**src/rtl/pipe_hazard_ctrl_if.sv**
```systemverilog
// Handshake/control bundle between the miniRV datapath and pipe_hazard_ctrl.
// master = datapath side (drives hazard inputs), slave = the controller.
// Optional forwarding selects exist only when PIPE_CTRL_FWD_EN is defined.
interface pipe_hazard_ctrl_if #(
    parameter int CNT_W = 16
);
    logic [4:0]       id_rs1;
    logic [4:0]       id_rs2;
    logic             id_rs1_used;
    logic             id_rs2_used;
    logic [4:0]       ex_wb_addr;
    logic             ex_rf_wen;
    logic [1:0]       ex_wb_sel;
    logic [4:0]       mem_wb_addr;
    logic             mem_rf_wen;
    logic [4:0]       wb_wb_addr;
    logic             wb_rf_wen;
    logic             ex_branch_taken;
    logic             dram_req;
    logic             dram_ack;

    logic             pc_hold;
    logic             buf1_hold;
    logic             buf1_flush;
    logic             buf2_hold;
    logic             buf2_flush;
    logic             buf3_hold;
    logic             buf4_bubble;
    logic             mem_err;
    logic [CNT_W-1:0] stall_cycles;
    logic [CNT_W-1:0] flush_count;
`ifdef PIPE_CTRL_FWD_EN
    logic [1:0]       fwd_a;
    logic [1:0]       fwd_b;
`endif

    modport master (
        output id_rs1, id_rs2, id_rs1_used, id_rs2_used,
               ex_wb_addr, ex_rf_wen, ex_wb_sel, mem_wb_addr, mem_rf_wen,
               wb_wb_addr, wb_rf_wen, ex_branch_taken, dram_req, dram_ack,
        input  pc_hold, buf1_hold, buf1_flush, buf2_hold, buf2_flush,
               buf3_hold, buf4_bubble, mem_err, stall_cycles, flush_count
`ifdef PIPE_CTRL_FWD_EN
      , input  fwd_a, fwd_b
`endif
    );

    modport slave (
        input  id_rs1, id_rs2, id_rs1_used, id_rs2_used,
               ex_wb_addr, ex_rf_wen, ex_wb_sel, mem_wb_addr, mem_rf_wen,
               wb_wb_addr, wb_rf_wen, ex_branch_taken, dram_req, dram_ack,
        output pc_hold, buf1_hold, buf1_flush, buf2_hold, buf2_flush,
               buf3_hold, buf4_bubble, mem_err, stall_cycles, flush_count
`ifdef PIPE_CTRL_FWD_EN
      , output fwd_a, fwd_b
`endif
    );
endinterface

```
**src/rtl/pipe_hazard_ctrl.sv**
```systemverilog
// Pipeline sequencer for the 5-stage miniRV core: hold/flush/bubble controls
// for the PC and the four inter-stage buffers, DRAM wait with timeout, and
// saturating stall/flush counters.
// Optional feature macro: PIPE_CTRL_FWD_EN (EX/MEM/WB forwarding selects,
// stall only on load-use).
module pipe_hazard_ctrl #(
    parameter logic [1:0] WB_SEL_LOAD = 2'b01,
    parameter int         MEM_TIMEOUT = 16,
    parameter int         CNT_W       = 16
) (
    input logic               clk,
    input logic               rst,
    pipe_hazard_ctrl_if.slave bus
);
    localparam int WAIT_W = $clog2(MEM_TIMEOUT + 1);

    typedef enum logic [1:0] {RUN, STALL, MEMWAIT} state_e;

    state_e            state_q, state_d;
    logic [WAIT_W-1:0] wait_cnt_q, wait_cnt_d;
    logic              mem_err_q, mem_err_d;
    logic [CNT_W-1:0]  stall_cycles_q, stall_cycles_d;
    logic [CNT_W-1:0]  flush_count_q, flush_count_d;

    logic rs1_ex, rs1_mem, rs1_wb, rs2_ex, rs2_mem, rs2_wb;
    logic data_haz, mem_wait, take_branch, data_stall;
    logic [WAIT_W-1:0] wait_base;

    // A source hazards against a stage only if it is really read, is not x0,
    // and the stage is actually going to write that register.
    function automatic logic src_hit(input logic used, input logic [4:0] rs,
                                     input logic [4:0] dst, input logic wen);
        return used && (rs != 5'd0) && (rs == dst) && wen;
    endfunction

    // Per-source, per-stage register matches and the resulting data hazard.
    always_comb begin
        rs1_ex  = src_hit(bus.id_rs1_used, bus.id_rs1, bus.ex_wb_addr,  bus.ex_rf_wen);
        rs1_mem = src_hit(bus.id_rs1_used, bus.id_rs1, bus.mem_wb_addr, bus.mem_rf_wen);
        rs1_wb  = src_hit(bus.id_rs1_used, bus.id_rs1, bus.wb_wb_addr,  bus.wb_rf_wen);
        rs2_ex  = src_hit(bus.id_rs2_used, bus.id_rs2, bus.ex_wb_addr,  bus.ex_rf_wen);
        rs2_mem = src_hit(bus.id_rs2_used, bus.id_rs2, bus.mem_wb_addr, bus.mem_rf_wen);
        rs2_wb  = src_hit(bus.id_rs2_used, bus.id_rs2, bus.wb_wb_addr,  bus.wb_rf_wen);
`ifdef PIPE_CTRL_FWD_EN
        // Only a load still in EX cannot be bypassed in time.
        data_haz = (rs1_ex || rs2_ex) && (bus.ex_wb_sel == WB_SEL_LOAD);
`else
        data_haz = rs1_ex || rs1_mem || rs1_wb || rs2_ex || rs2_mem || rs2_wb;
`endif
    end

`ifdef PIPE_CTRL_FWD_EN
    // Forward selects: the youngest producer (MEM) wins over WB.
    always_comb begin
        bus.fwd_a = 2'b00;
        bus.fwd_b = 2'b00;
        if (rst) begin
            if (rs1_mem)     bus.fwd_a = 2'b01;
            else if (rs1_wb) bus.fwd_a = 2'b10;
            if (rs2_mem)     bus.fwd_b = 2'b01;
            else if (rs2_wb) bus.fwd_b = 2'b10;
        end
    end
`else
    logic unused_wb_sel;
    assign unused_wb_sel = ^bus.ex_wb_sel;
`endif

    // Event priority (mem wait > branch > data hazard) and next-state logic.
    always_comb begin
        // NOTE: every always_comb target gets a default first, so no latch is inferred.
        state_d        = RUN;
        wait_cnt_d     = '0;
        mem_err_d      = mem_err_q;
        stall_cycles_d = stall_cycles_q;
        flush_count_d  = flush_count_q;

        mem_wait    = bus.dram_req && !bus.dram_ack && !mem_err_q;
        take_branch = bus.ex_branch_taken && !mem_wait;
        data_stall  = data_haz && !mem_wait && !bus.ex_branch_taken;
        // The counter is only meaningful while already waiting.
        wait_base   = (state_q == MEMWAIT) ? wait_cnt_q : '0;

        if (mem_wait) begin
            if (wait_base == WAIT_W'(MEM_TIMEOUT - 1)) begin
                mem_err_d = 1'b1;
            end else begin
                state_d    = MEMWAIT;
                wait_cnt_d = wait_base + 1'b1;
            end
        end else if (data_stall) begin
            state_d = STALL;
        end

        if (take_branch && (flush_count_q != '1)) flush_count_d = flush_count_q + 1'b1;
        if (data_stall && (stall_cycles_q != '1)) stall_cycles_d = stall_cycles_q + 1'b1;
    end

    // Buffer controls; all forced low while reset is asserted.
    always_comb begin
        bus.pc_hold     = rst && (mem_wait || data_stall);
        bus.buf1_hold   = rst && (mem_wait || data_stall);
        bus.buf1_flush  = rst && take_branch;
        bus.buf2_hold   = rst && mem_wait;
        bus.buf2_flush  = rst && (take_branch || data_stall);
        bus.buf3_hold   = rst && mem_wait;
        bus.buf4_bubble = rst && mem_wait;
    end

    assign bus.mem_err      = mem_err_q;
    assign bus.stall_cycles = stall_cycles_q;
    assign bus.flush_count  = flush_count_q;

    // State, wait counter, error flag and counters with synchronous reset.
    always_ff @(posedge clk) begin
        // NOTE: sequential state uses <= only, so every flop samples pre-edge values.
        if (!rst) begin
            state_q        <= RUN;
            wait_cnt_q     <= '0;
            mem_err_q      <= 1'b0;
            stall_cycles_q <= '0;
            flush_count_q  <= '0;
        end else begin
            state_q        <= state_d;
            wait_cnt_q     <= wait_cnt_d;
            mem_err_q      <= mem_err_d;
            stall_cycles_q <= stall_cycles_d;
            flush_count_q  <= flush_count_d;
        end
    end
endmodule

```
**src/flat_wrapper.sv**
```systemverilog
// flat-port wrapper written by rule: the top's interface ports become plain ports
module pipe_hazard_ctrl_flat 
#(
    parameter logic [1:0] WB_SEL_LOAD = 2'b01,
    parameter int         MEM_TIMEOUT = 16,
    parameter int         CNT_W       = 16
)
  (clk, rst, bus_id_rs1, bus_id_rs2, bus_id_rs1_used, bus_id_rs2_used, bus_ex_wb_addr, bus_ex_rf_wen, bus_ex_wb_sel, bus_mem_wb_addr, bus_mem_rf_wen, bus_wb_wb_addr, bus_wb_rf_wen, bus_ex_branch_taken, bus_dram_req, bus_dram_ack, bus_pc_hold, bus_buf1_hold, bus_buf1_flush, bus_buf2_hold, bus_buf2_flush, bus_buf3_hold, bus_buf4_bubble, bus_mem_err, bus_stall_cycles, bus_flush_count);
  pipe_hazard_ctrl_if #(.CNT_W(CNT_W)) bus_i ();
  input logic clk;
  input logic rst;
  input wire logic [$bits(bus_i.id_rs1)-1:0] bus_id_rs1;
  input wire logic [$bits(bus_i.id_rs2)-1:0] bus_id_rs2;
  input wire logic [$bits(bus_i.id_rs1_used)-1:0] bus_id_rs1_used;
  input wire logic [$bits(bus_i.id_rs2_used)-1:0] bus_id_rs2_used;
  input wire logic [$bits(bus_i.ex_wb_addr)-1:0] bus_ex_wb_addr;
  input wire logic [$bits(bus_i.ex_rf_wen)-1:0] bus_ex_rf_wen;
  input wire logic [$bits(bus_i.ex_wb_sel)-1:0] bus_ex_wb_sel;
  input wire logic [$bits(bus_i.mem_wb_addr)-1:0] bus_mem_wb_addr;
  input wire logic [$bits(bus_i.mem_rf_wen)-1:0] bus_mem_rf_wen;
  input wire logic [$bits(bus_i.wb_wb_addr)-1:0] bus_wb_wb_addr;
  input wire logic [$bits(bus_i.wb_rf_wen)-1:0] bus_wb_rf_wen;
  input wire logic [$bits(bus_i.ex_branch_taken)-1:0] bus_ex_branch_taken;
  input wire logic [$bits(bus_i.dram_req)-1:0] bus_dram_req;
  input wire logic [$bits(bus_i.dram_ack)-1:0] bus_dram_ack;
  output wire logic [$bits(bus_i.pc_hold)-1:0] bus_pc_hold;
  output wire logic [$bits(bus_i.buf1_hold)-1:0] bus_buf1_hold;
  output wire logic [$bits(bus_i.buf1_flush)-1:0] bus_buf1_flush;
  output wire logic [$bits(bus_i.buf2_hold)-1:0] bus_buf2_hold;
  output wire logic [$bits(bus_i.buf2_flush)-1:0] bus_buf2_flush;
  output wire logic [$bits(bus_i.buf3_hold)-1:0] bus_buf3_hold;
  output wire logic [$bits(bus_i.buf4_bubble)-1:0] bus_buf4_bubble;
  output wire logic [$bits(bus_i.mem_err)-1:0] bus_mem_err;
  output wire logic [$bits(bus_i.stall_cycles)-1:0] bus_stall_cycles;
  output wire logic [$bits(bus_i.flush_count)-1:0] bus_flush_count;
  assign bus_i.id_rs1 = bus_id_rs1;
  assign bus_i.id_rs2 = bus_id_rs2;
  assign bus_i.id_rs1_used = bus_id_rs1_used;
  assign bus_i.id_rs2_used = bus_id_rs2_used;
  assign bus_i.ex_wb_addr = bus_ex_wb_addr;
  assign bus_i.ex_rf_wen = bus_ex_rf_wen;
  assign bus_i.ex_wb_sel = bus_ex_wb_sel;
  assign bus_i.mem_wb_addr = bus_mem_wb_addr;
  assign bus_i.mem_rf_wen = bus_mem_rf_wen;
  assign bus_i.wb_wb_addr = bus_wb_wb_addr;
  assign bus_i.wb_rf_wen = bus_wb_rf_wen;
  assign bus_i.ex_branch_taken = bus_ex_branch_taken;
  assign bus_i.dram_req = bus_dram_req;
  assign bus_i.dram_ack = bus_dram_ack;
  assign bus_pc_hold = bus_i.pc_hold;
  assign bus_buf1_hold = bus_i.buf1_hold;
  assign bus_buf1_flush = bus_i.buf1_flush;
  assign bus_buf2_hold = bus_i.buf2_hold;
  assign bus_buf2_flush = bus_i.buf2_flush;
  assign bus_buf3_hold = bus_i.buf3_hold;
  assign bus_buf4_bubble = bus_i.buf4_bubble;
  assign bus_mem_err = bus_i.mem_err;
  assign bus_stall_cycles = bus_i.stall_cycles;
  assign bus_flush_count = bus_i.flush_count;
  pipe_hazard_ctrl #(.WB_SEL_LOAD(WB_SEL_LOAD), .MEM_TIMEOUT(MEM_TIMEOUT), .CNT_W(CNT_W)) u_core (.clk(clk), .rst(rst), .bus(bus_i));
endmodule
```
**config.mk**
```make
export PLATFORM = sky130hd
export DESIGN_NAME = pipe_hazard_ctrl_flat
export DESIGN_NICKNAME = d
export VERILOG_FILES = /design/src/rtl/pipe_hazard_ctrl_if.sv /design/src/rtl/pipe_hazard_ctrl.sv /design/src/flat_wrapper.sv
export SDC_FILE = /design/constraint.sdc
export NUM_CORES = 1
export LEC_CHECK = 0
export CORE_MARGIN = 4
export CORE_UTILIZATION = 45
export CTS_CLUSTER_DIAMETER = 50
export DETAILED_ROUTE_END_ITERATION = 12
export PLACE_DENSITY_LB_ADDON = 0.12
export SKIP_CTS_REPAIR_TIMING = 1
export SLEW_MARGIN = 40
export SYNTH_ARGS = -nofsm -noshare
export SYNTH_HDL_FRONTEND = slang
export SYNTH_SLANG_ARGS = --single-unit
export TNS_END_PERCENT = 50
```
**constraint.sdc**
```tcl
create_clock -name clk -period 5.2 [get_ports clk]
set_input_delay 1.04 -clock clk [delete_from_list [all_inputs] [get_ports clk]]
set_output_delay 1.04 -clock clk [all_outputs]
set_load 0.05 [all_outputs]
```
==> results.toml, run 1 <==
[global_routing]
grt_pass1_wl_mm = 10.1
grt_pass1_vias = 2181
grt_overflow_total = 0
grt.total_usage = 0.189
grt_max_degree = 30
antenna_found_initial = 0

[critical_path]
r2r_cells = 7
arrival_ns = 3.75
crit_path_end_kind = "output pin"
worstSetupPathType = "primary input to output pin"
cp-start-kind = "primary input"
cp_max_fo = 7
required_ns = 4.16

[timing]
timing.setup.tns_ns = 0
clock_skew_ns = 0.00544
drv_slew = 0
whs_ns = 0.495
period_minus_slack_ns = 4.79
final-setup-viol-count = 0
tightest_slew_ns = 0.601
rsz0062_at_grt = "false"
slew_headroom = 0.598
fmax_ghz = 0.209
final-hold-violation-count = 0
fin_crit_sh = 0.922

[placed_design]
routabilityCongestion = 0.833
dp.cells = 430
post-dp-hpwl_mm = 4.66
io_buffers = 74
dpl_cell_area_mm2 = 0.00329

[logic_synthesis]
synth_nets = 334
yosysWarningCount = 0
ys_ff_latch = 40
synthTopCellsByArea = "dfxtp_1 32%, xnor2_1 9.5%, xor2_1 6.7%, mux2i_1 6.0%, nand2_1 5.6%"
synth-main-ff-cell = "dfxtp_1"
netlist_instances = 293
async_flop_share = 0
synth_top_area_cell = "dfxtp_1"
synth.distinct_cells = 50
synth_area_per_cell_um2 = 8.54
synth_top_area_frac = 0.320
synth_edf_count = 0
syn_area_mm2 = 0.00250
ys_seq_area_frac = 0.320

[routing]
drt-vias-per-instance = 5.13
routed-via-count = 2245
antenna_left = 0
first_pass_iters = 4
wl_per_cell_um = 14.1
drc = 0
drt-total-wl_mm = 6.16
drt_iter0_markers = 62

[finish]
areaGrowthSynthToFinish_pct = 36.3
design_area_mm2 = 0.00341
stdcell_count = 438
antennaDiodeCount = 0
layout-drive-gt1-share = 0.0842
nNetsFinal = 408

[die]
die_area_mm2 = 0.00681
initial_core_util = 0.478
core_region_area_mm2 = 0.00524
placementRows = 26
die_x_um = 82.6
die_y_um = 82.6
pin_count = 77

[run_status]
status = "finished, final reports clean"

[clock_tree]
root_buffer = "clkbuf_8"
clkLatencyLatePin_ns = 0.29
cts_sinks = 40
cts_buffers = 5
cts_tree = "built"
cts.htree.levels = 2
path_clk_slew_ns = 0.08
cts_buffer_depth = 2

[power_and_ir_drop]
cellPowerDensity_mw_per_mm2 = 201
p_leak_uw = 0.00114
fin_total_pwr_uw = 686
irDropWorstVdd_uv = 130

[min_path]
holdPathStages = 2
hp-class = "flip-flop to flip-flop"

[job]
max-cap-violations = 0
## metal layers
layer | vias to the layer above | GRT usage | share of wire
met4 | 0 | 0.0294 | 0.0062
met5 | - | 0 | 0
met1 | 1025 | 0.253 | 0.47
met3 | 6 | 0.0445 | 0.051
li1 | 1169 | - | -
met2 | 45 | 0.316 | 0.47
## power breakdown
| group | switching, uW | leakage [uW] | total (uW) | internal (uW) |
|---|---|---|---|---|
| Clock | 117 | 0.0000548 | 262 | 145 |
| Sequential | 2.40 | 0.000323 | 311 | 308 |
| Combinational | 60.4 | 0.000767 | 114 | 53.3 |
| Total | 180 | 0.00114 | 686 | 506 |
## state kept, by name (all words and copies together), names as in the netlist
name,cells
u_core.bus.flush_count,16
u_core.bus.stall_cycles,16
u_core.wait_cnt_q,5
u_core.state_q,2
u_core.bus.mem_err,1
## worst max-delay path, cell delays in order
cell and delay [ns]:
clkdlybuf4s50_1 0.54, xor2_1 0.20, nor4_1 0.37, and3_4 0.32, o31ai_4 0.12, a21oi_1 0.18, o21a_1 0.17, clkdlybuf4s50_1 0.81
## path summary, 6_finish.rpt
check,endpoint,slack [ns],start
worst max-delay path,bus_pc_hold,0.41,bus_id_rs2[1]
worst min-delay path,u_core.bus.stall_cycles[6],0.50,u_core.bus.stall_cycles[6]
worst max register to register,u_core.bus.stall_cycles[6],2.99,u_core.bus.stall_cycles[0]
worst min register to register,u_core.bus.stall_cycles[6],0.50,u_core.bus.stall_cycles[6]
## final cells by class
type                    count  area [um^2]
clock inverters             3         46.3
clock buffers               5         68.8
well taps                  70         87.6
fillers                   462         1830
flip-flops and latches     40          801
inverters                   9         33.8
multi-input cells         235         1620
repair buffers             76          751
## logic make-up after synthesis
| group | Yosys count | share of synthesized area |
|---|---|---|
| mux | 15 | 0.0600 |
| fa+ha+maj | 4 | 0.0200 |
| flops | 40 | 0.320 |
| compound gates | 35 | 0.124 |
| buf+inv | 18 | 0.0320 |
| xor+xnor | 46 | 0.161 |
| simple gates | 135 | 0.283 |
## placed cells by master (no fill, tap or decap), drive strengths merged, types with 2 or more instances in the layout
cell type / n
clkdlybuf4s50: 72
dfxtp: 40
nand2: 37
xnor2: 27
nor2: 24
xor2: 19
mux2i: 15
nand2b: 13
nor4: 10
a21oi: 10
nor3: 10
nand3: 10
inv: 10
nand4: 9
and3: 7
and2: 5
clkbuf: 5
a211oi: 5
o21ai: 5
or3: 4
ha: 4
buf: 4
or4: 2
o21a: 2
a21boi: 2
## cell usage after synthesis (2+ instances only)
master and number:
or4_1 2, nor4_1 9, nand4_1 8, ha_1 4, and2_1 5, xnor2_1 27
a211oi_1 4, nand3_1 9, clkbuf_1 5, nand2b_1 13, nand2_1 37, buf_4 3
dfxtp_1 40, a21oi_1 9, a21boi_1 2, and3_4 2, xor2_1 19, and3_1 5
o21ai_2 3, o21a_1 2, mux2i_1 15, or3_1 4, nor2_1 24, nor3_1 9
inv_1 8
## stage by stage
stage	worst slack, ns	utilization
finish	0.407	0.651
global route	0.178	0.651
CTS	0.389	0.651
detailed placement	0.415	0.629
global placement	0.433	0.629
floorplan	1.16	-
(Power assumes the default switching activity.)
==> inputs of run 2 (changes only) <==
clock period = 4.7 ns   (was 5.2 ns; I/O delays follow)
==> run 2 against run 1 <==
  * Sequential share of layout area down 0.27 points
  * Utilization up 0.76 points
  * Non-clock buffer count unchanged
  * Global-route usage up 0.30 points
  * Hold slack worse by 0.013 ns
  * Routed wire length up 0.19%
  * Final cell count unchanged
  * Count of clock-buffer cells in the layout unchanged
  * First-iteration DRC count up 63%
==> results.toml, run 2 (synthesis gave the netlist of run 1 again) <==
[global_routing]
grt_overflow_total = 0
grt_pass1_wl_mm = 10.1
grt.total_usage = 0.192
antenna_found_initial = 0
grt_pass1_vias = 2213
grt_max_degree = 22

[placed_design]
place_ws_ns = 0.683
routabilityCongestion = 0.797
dp.cells = 430
post-dp-hpwl_mm = 4.65
io_buffers = 74

[critical_path]
cp-start-kind = "primary input"
arrival_ns = 3.06
worstSetupPathType = "primary input to output pin"
startpoint = "bus_id_rs1[1]"
required_ns = 3.76
crit_path_end_kind = "output pin"
rr_startpoint = "u_core.bus.flush_count[0]"
cp_max_fo = 8

[clock_tree]
cts_sinks = 40
cts_tree = "built"
root_buffer = "clkbuf_8"
cts_buffers = 5
cts.htree.levels = 2
clkLatencyLatePin_ns = 0.30
cts_buffer_depth = 2
path_clk_slew_ns = 0.08

[timing]
slew_headroom = 0.594
fmax_ghz = 0.250
clock_skew_ns = 0.00643
tightest_slew_ns = 0.607
final-setup-viol-count = 0
final-hold-violation-count = 0
period_minus_slack_ns = 4.00
fin_ws_ns = 0.703
drv_slew = 0
timing.setup.tns_ns = 0
rsz0062_at_grt = "false"
fin_crit_sh = 0.850

[finish]
antennaDiodeCount = 0
post-route-util = 0.658
nNetsFinal = 408
areaGrowthSynthToFinish_pct = 37.9
mostFrequentLayoutCell = "clkdlybuf4s50_1"
layout-drive-gt1-share = 0.0951
layout_common_cells = "68 x clkdlybuf4s50_1, 40 x dfxtp_1, 37 x nand2_1"
stdcell_count = 438

[routing]
drc = 0
drt_iter0_markers = 101
routed-via-count = 2338
drt-vias-per-instance = 5.34
antenna_left = 0
wl_per_cell_um = 14.1
drt-total-wl_mm = 6.17
first_pass_iters = 4

[power_and_ir_drop]
p_switching_uw = 202
cellPowerDensity_mw_per_mm2 = 222
p_clk_frac = 0.381
seqPwrFrac = 0.449
fin_total_pwr_uw = 766
intPower_uw = 563
sw_frac_of_total = 0.264
comb_power_share = 0.169
irDropWorstVdd_uv = 146
p_leak_uw = 0.00116

[die]
placementRows = 26
initial_core_util = 0.478
core_region_area_mm2 = 0.00524
die_x_um = 82.6
die_area_mm2 = 0.00681
die_y_um = 82.6
pin_count = 77

[job]
max-cap-violations = 0

[run_status]
status = "finished, final reports clean"

[min_path]
hp-class = "flip-flop to flip-flop"
worstHoldStart = "u_core.bus.stall_cycles[6]"
-- run 2: worst paths after layout --
kind | to | slack, ns | cells after the start
setup / recovery | bus_buf1_hold | 0.70 | 7
hold / removal | u_core.bus.stall_cycles[6] | 0.48 | 2
setup reg to reg | u_core.bus.flush_count[13] | 2.42 | 7
hold reg to reg | u_core.bus.stall_cycles[6] | 0.48 | 2
-- run 2: power by group through the flow --
stage	logic [uW]	registers (uW)	clock network [uW]
after CTS	130	344	299
after floorplan	62.5	358	0
after detailed placement	130	352	0
final	130	344	292
after global placement	128	352	0
after global routing	140	344	314
-- run 2: per-stage QoR --
| stage | hold slack (ns) | instance area, um^2 |
|---|---|---|
| floorplan | 0.511 | 2500 |
| global placement | 0.464 | 3330 |
| detailed placement | 0.472 | 3330 |
| CTS | 0.491 | 3450 |
| global route | 0.519 | 3450 |
| finish | 0.482 | 3450 |
-- run 2: worst max-delay path, stage by stage --
cell and delay (ns):
clkdlybuf4s50_1 0.51, or4_1 0.58, o21ai_1 0.21, o21bai_2 0.25, a21oi_1 0.15, o21a_1 0.22, buf_4 0.19
-- run 2: cell type report --
cell class / instances / area (um^2)
Clock buffer: 5 / 68.8
Clock inverter: 3 / 46.3
Fill cell: 451 / 1790
Inverter: 9 / 33.8
Multi-Input combinational cell: 235 / 1620
Sequential cell: 40 / 801
Tap cell: 70 / 87.6
Timing Repair Buffer: 76 / 791
-- run 2: metal layers --
layer	track usage	wire, um	up-vias
met3	0.0401	309	12
met5	0	0	-
met4	0.0784	135	0
met1	0.256	2890	1096
met2	0.302	2830	65
li1	-	-	1165
==> inputs of run 3 (changes only) <==
CAP_MARGIN = 25   (was not set)
==> results of run 3 <==
The final DEF is identical to that of run 2; final timing and power are the same.
